`src/rtl/imm_gen_pipe_pkg.sv`:
```
// Shared formats, opcode constants and defaults for the decode-stage immediate generator.
// Pure declarations: no logic, no latency, no flow control.
package imm_gen_pipe_pkg;

  localparam int INSTR_LEN_DEF = 32;
  localparam int WORD_DEF      = 64;

  typedef enum logic [2:0] {
    FMT_NONE = 3'd0,
    FMT_B    = 3'd1,
    FMT_CB   = 3'd2,
    FMT_D    = 3'd3,
    FMT_I    = 3'd4,
    FMT_IW   = 3'd5
  } fmt_e;

  localparam logic [5:0]  OP_B     = 6'b000101;
  localparam logic [5:0]  OP_BL    = 6'b100101;
  localparam logic [7:0]  OP_CBZ   = 8'b10110100;
  localparam logic [7:0]  OP_CBNZ  = 8'b10110101;
  localparam logic [7:0]  OP_BCOND = 8'b01010100;
  localparam logic [10:0] OP_LDUR  = 11'b11111000010;
  localparam logic [10:0] OP_STUR  = 11'b11111000000;
  localparam logic [9:0]  OP_ADDI  = 10'b1001000100;
  localparam logic [9:0]  OP_SUBI  = 10'b1101000100;
  localparam logic [9:0]  OP_ANDI  = 10'b1001001000;
  localparam logic [9:0]  OP_ORRI  = 10'b1011001000;
  localparam logic [8:0]  OP_MOVZ  = 9'b110100101;

  // A MOVZ half-word slot must land entirely inside the output word.
  function automatic logic iw_fits(input logic [1:0] hw, input int word);
    return ((int'(hw) * 16) + 16) <= word;
  endfunction

endpackage

```
`src/rtl/imm_fmt_decode.sv`:
```
// Combinational opcode classifier (instruction[31:21] -> format), first match wins.
// Zero latency, no flow control.
module imm_fmt_decode
  import imm_gen_pipe_pkg::*;
(
  input  logic [10:0] opcode,
  output fmt_e        fmt
);

  always_comb begin
    fmt = FMT_NONE;
    if (opcode[10:5] == OP_B || opcode[10:5] == OP_BL)
      fmt = FMT_B;
    else if (opcode[10:3] == OP_CBZ || opcode[10:3] == OP_CBNZ || opcode[10:3] == OP_BCOND)
      fmt = FMT_CB;
    else if (opcode == OP_LDUR || opcode == OP_STUR)
      fmt = FMT_D;
    else if (opcode[10:1] == OP_ADDI || opcode[10:1] == OP_SUBI ||
             opcode[10:1] == OP_ANDI || opcode[10:1] == OP_ORRI)
      fmt = FMT_I;
    else if (opcode[10:2] == OP_MOVZ)
      fmt = FMT_IW;
  end

endmodule

```
`src/rtl/imm_gen_pipe.sv`:
```
// Pipelined immediate generator: classify, extend/shift to WORD bits; STAGES cycles latency.
// Valid/ready both sides; stages hold under out_ready low, in_ready never depends on in_valid.
module imm_gen_pipe
  import imm_gen_pipe_pkg::*;
#(
  parameter int INSTR_LEN    = INSTR_LEN_DEF,
  parameter int WORD         = WORD_DEF,
  parameter int STAGES       = 1,
  parameter int SHIFT_BRANCH = 0,
  parameter int CNT_W        = 16
) (
  input  logic                 clk,
  input  logic                 reset,
  input  logic                 in_valid,
  output logic                 in_ready,
  input  logic [INSTR_LEN-1:0] instruction,
  output logic                 out_valid,
  input  logic                 out_ready,
  output logic [WORD-1:0]      imm_out,
  output logic [2:0]           fmt_out,
  output logic                 illegal,
  output logic [CNT_W-1:0]     illegal_count
);

  fmt_e            dec_fmt;
  fmt_e            ext_fmt;
  logic [25:0]     ext_payload;
  logic [WORD-1:0] ext_imm;
  logic            ext_ill;
  logic            fin_src_vld;
  logic            out_adv;

  imm_fmt_decode u_fmt_decode (
    .opcode (instruction[31:21]),
    .fmt    (dec_fmt)
  );

  assign out_adv = !out_valid || out_ready;

  generate
    if (STAGES == 2) begin : g_two_stage
      logic        s0_valid;
      fmt_e        s0_fmt;
      logic [25:0] s0_payload;
      logic        s0_advance;

      assign s0_advance = s0_valid && out_adv;
      assign in_ready   = !reset && (!s0_valid || s0_advance);

      // Only the immediate-bearing bits travel on; the opcode is already folded into s0_fmt.
      always_ff @(posedge clk) begin
        if (reset) begin
          s0_valid   <= 1'b0;
          s0_fmt     <= FMT_NONE;
          s0_payload <= '0;
        end else if (in_valid && in_ready) begin
          s0_valid   <= 1'b1;
          s0_fmt     <= dec_fmt;
          s0_payload <= instruction[25:0];
        end else if (s0_advance) begin
          s0_valid   <= 1'b0;
        end
      end

      assign ext_fmt     = s0_fmt;
      assign ext_payload = s0_payload;
      assign fin_src_vld = s0_valid;
    end else begin : g_one_stage
      assign in_ready    = !reset && out_adv;
      assign ext_fmt     = dec_fmt;
      assign ext_payload = instruction[25:0];
      assign fin_src_vld = in_valid && in_ready;
    end
  endgenerate

  always_comb begin
    ext_imm = '0;
    ext_ill = 1'b0;
    case (ext_fmt)
      FMT_B: begin
        ext_imm = {{(WORD-26){ext_payload[25]}}, ext_payload[25:0]};
        if (SHIFT_BRANCH != 0) ext_imm = ext_imm << 2;
      end
      FMT_CB: begin
        ext_imm = {{(WORD-19){ext_payload[23]}}, ext_payload[23:5]};
        if (SHIFT_BRANCH != 0) ext_imm = ext_imm << 2;
      end
      FMT_D:  ext_imm = {{(WORD-9){ext_payload[20]}}, ext_payload[20:12]};
      FMT_I:  ext_imm = {{(WORD-12){1'b0}}, ext_payload[21:10]};
      FMT_IW: begin
        if (iw_fits(ext_payload[22:21], WORD))
          ext_imm = {{(WORD-16){1'b0}}, ext_payload[20:5]} << {ext_payload[22:21], 4'b0000};
        else
          ext_ill = 1'b1;
      end
      default: ext_ill = 1'b1;
    endcase
  end

  always_ff @(posedge clk) begin
    if (reset) begin
      out_valid <= 1'b0;
      imm_out   <= '0;
      fmt_out   <= FMT_NONE;
      illegal   <= 1'b0;
    end else if (out_adv) begin
      out_valid <= fin_src_vld;
      if (fin_src_vld) begin
        imm_out <= ext_imm;
        fmt_out <= ext_fmt;
        illegal <= ext_ill;
      end
    end
  end

  always_ff @(posedge clk) begin
    if (reset)
      illegal_count <= '0;
    else if (out_valid && out_ready && illegal && (illegal_count != '1))
      illegal_count <= illegal_count + 1'b1;
  end

endmodule

```
`config.mk`:
```
export PLATFORM = sky130hd
export DESIGN_NAME = imm_gen_pipe
export DESIGN_NICKNAME = d
export VERILOG_FILES = /design/src/rtl/imm_gen_pipe_pkg.sv /design/src/rtl/imm_fmt_decode.sv /design/src/rtl/imm_gen_pipe.sv
export SDC_FILE = /design/constraint.sdc
export NUM_CORES = 1
export LEC_CHECK = 0
export BUFFER_PORTS_ARGS = -buffer_cell sky130_fd_sc_hd__buf_2
export CORE_AREA = 5 5 99 101
export DETAILED_ROUTE_END_ITERATION = 8
export DIE_AREA = 0 0 104 106
export PLACE_DENSITY_LB_ADDON = 0.25
export SLEW_MARGIN = 20
export SYNTH_ARGS = -nofsm -noshare
export SYNTH_HDL_FRONTEND = slang
export SYNTH_SLANG_ARGS = --single-unit
```
`constraint.sdc`:
```
create_clock -name clk -period 2.05 [get_ports clk]
set_clock_uncertainty 0.15 [all_clocks]
set_input_delay 0.205 -clock clk [delete_from_list [all_inputs] [get_ports clk]]
set_output_delay 0.205 -clock clk [all_outputs]
set_load 0.02 [all_outputs]
```
==> flow_metrics.env <==
export IMPL_status="finished clean"
export IMPL_ys_top_cells_by_count="nand2_1 (87), dfxtp_1 (85), o21ai_0 (51), a21oi_1 (43), clkbuf_1 (27)"
export IMPL_cts_root_buf="clkbuf_8"
export IMPL_synth_edf_count=0
export IMPL_drcViolationCount=0
export IMPL_min_path_cells=3
export IMPL_initial_core_util=0.439
export IMPL_grt_overflow_total=0
export IMPL_slew_headroom=0.711
export IMPL_dpl_hpwl_mm=8.70
export IMPL_avgRoutedWirePerCell_um=17.4
export IMPL_peakVddDrop_mv=0.326
export IMPL_post_route_util=0.571
export IMPL_row_count=35
export IMPL_grt_pass1_wl_mm=19.9
export IMPL_yosys_warnings=0
export IMPL_num_antenna_cells=0
export IMPL_hold_violations=0
export IMPL_die_y_um=106
export IMPL_yosys_top_cells_area="dfxtp_1 (43%), nand2_1 (8.3%), o21ai_0 (6.5%)"
export IMPL_synth_most_common_cell="nand2_1"
export IMPL_cp_start_kind="input pin"
export IMPL_period_needed_ns=1.86
export IMPL_yosysUniqueCellTypes=44
export IMPL_drt_wl_total_mm=12.4
export IMPL_rsz0062_at_grt="false"
export IMPL_layout_worst_path_cycle_share=0.910
export IMPL_cts_tree="done"
export IMPL_dieArea_mm2=0.0110
export IMPL_path_class="input pin to register"
export IMPL_clock_fmax_ghz=0.536
export IMPL_clock_path_buffers=2
export IMPL_drv_cap=0
export IMPL_min_from="instruction[5]"
export IMPL_synth_seq_cells=85
export IMPL_clock_sinks=85
export IMPL_path_clk_slew_ns=0.09
export IMPL_syn_area_mm2=0.00392
export IMPL_place_inst=692
export IMPL_stdcell_count=710
export IMPL_hold_class="input pin to register"
export IMPL_area_delta_synth_final_pct=30.0
export IMPL_first_iter_violations=296
export IMPL_p_leak_nw=2.03
export IMPL_tightest_slew_ns=0.433
export IMPL_ant_nets=0
export IMPL_vias_per_cell=5.70
export IMPL_io_pins=122
export IMPL_antenna_found_initial=0
export IMPL_r2r_start="illegal_count[4]$_SDFFE_PP0P_"
export IMPL_synth_main_ff_cell="dfxtp_1"
export IMPL_syn_avg_cell_area_um2=8.42
export IMPL_p_per_area_mw_per_mm2=646
export IMPL_cts_max_level=3
export IMPL_synthArstFlopShare=0
export IMPL_crit_required_ns=2.15
export IMPL_end_kind="register"
export IMPL_grt_total_usage=0.220
export IMPL_drive_gt1_frac=0.314
export IMPL_synth_top_area_frac=0.434
export IMPL_cts_buffers=9
export IMPL_core_area_mm2=0.00893
export IMPL_reg2reg_depth=5
export IMPL_syn_inst=466
export IMPL_min_to="imm_out[16]$_SDFFE_PP0P_"
export IMPL_dr_pass1_iters=5
export IMPL_die_w_um=104
export IMPL_synthesis_nets=503
export IMPL_worstPathArrival_ns=1.97
export IMPL_fin_nets=631
export IMPL_ff2ff_setup_slack_ns=0.22
export IMPL_yosysTopAreaCell="dfxtp_1"
export IMPL_grt_pass1_vias=3799
export IMPL_vias=4044
export IMPL_place_gp_congestion=0.855
export IMPL_clock_latency_ns=0.35
export IMPL_grt_max_degree=50
export IMPL_io_buffer_count=121
export IMPL_ys_seq_area_frac=0.434
export IMPL_setup_viol=0
export IMPL_slew_viol_final=0
export IMPL_r2r_end="illegal_count[11]$_SDFFE_PP0P_"
export IMPL_critPathMaxFanout=9
[state kept, by name, indices dropped and copies added, names as in the netlist]
register / cells
imm_out: 64
illegal: 1
out_valid: 1
illegal_count: 16
fmt_out: 3
[through the flow]
step	instance area [um^2]	setup slack (ns)	hold slack, ns	total power (W)	setup TNS (ns)
2_1_floorplan	3930	-0.0545	0.176	0.00181	-0.545
3_3_place_gp	4850	-0.0599	0.283	0.00194	-1.47
3_5_place_dp	4850	-0.166	0.287	0.00195	-5.09
4_1_cts	5100	0.169	0.0345	0.00330	0
5_1_grt	5100	0.0517	0.0509	0.00339	0
6_report	5100	0.185	0.0435	0.00329	0
[cell usage in the layout, fill, tap and decap left out, drive strengths merged, types with 3 or more instances in the layout]
cell type  Yosys  routed
xnor2         12      12
and4           3       3
a221oi        33      33
a211oi        10      10
nand3          9       9
buf           12     154
nand2         87      87
a22o          14      14
inv            4       7
clkbuf        27       9
nor3           6       6
a21oi         43      43
o21ai         51      51
nor4           6       6
dfxtp         85      85
nor3b          4       4
a21boi         3       3
and3           4       4
nor2          23      23
nand2b         3       3
[kinds of logic after synthesis]
| family | Yosys count | synth area share |
|---|---|---|
| and+or+nand+nor | 159 | 0.191 |
| muxes | 2 | 0.00510 |
| buffers and inverters | 43 | 0.0498 |
| AOI/OAI and AO/OA | 164 | 0.290 |
| adders and majority gates | 1 | 0.00319 |
| DFF | 85 | 0.434 |
| xor gates and xnor gates | 12 | 0.0268 |
[timing repair]
item                                   CTS  global route
endpoints found under the hold margin    1             0
setup buffers                            0             0
resized for setup                        0             0
hold buffers                             2             0
[layout make-up]
class | count | area [um^2]
fill | 830 | 3830
multi-input combinational | 338 | 2060
sequential | 85 | 1700
timing repair buffer | 156 | 961
tap | 111 | 139
clock buffer | 9 | 124
clock inverter | 7 | 105
inverter | 4 | 15.0
[metal layers]
metal  track usage  vias up  routed length, um
met2         0.354      169               6060
li1              -     1960                  -
met3        0.0613       18               1090
met4        0.0749        0                166
met1         0.284     1897               5030
met5             0        -                  0
[worst max-delay path, cell delays in order]
cell and delay [ns]:
buf_2 0.12, or4b_4 0.54, a211oi_4 0.31, or4_1 0.23, o21bai_4 0.12, buf_12 0.16
a221oi_1 0.27
[power breakdown]
group	leakage, nW	internal, W	total (W)	switching, W
combinational	1.23	0.0000878	0.000253	0.000165
sequential	0.685	0.00166	0.00166	0.00000489
clock	0.118	0.000708	0.00138	0.000672
total	2.03	0.00245	0.00329	0.000841
[worst max-delay path by stage]
| stage | cells past startpoint | end | slack (ns) | from |
|---|---|---|---|---|
| 2_1_floorplan | 8 | imm_out[10]$_SDFFE_PP0P_ | -0.05 | instruction[29] |
| 3_3_place_gp | 7 | imm_out[7]$_SDFFE_PP0P_ | -0.06 | instruction[24] |
| 3_5_place_dp | 7 | imm_out[17]$_SDFFE_PP0P_ | -0.17 | instruction[24] |
| 4_1_cts | 7 | imm_out[3]$_SDFFE_PP0P_ | 0.17 | instruction[24] |
| 5_1_grt | 5 | illegal_count[13]$_SDFFE_PP0P_ | 0.05 | illegal_count[4]$_SDFFE_PP0P_ |
| 6_report | 7 | imm_out[3]$_SDFFE_PP0P_ | 0.19 | instruction[24] |
Note: power is estimated with default switching activity, not from simulation.
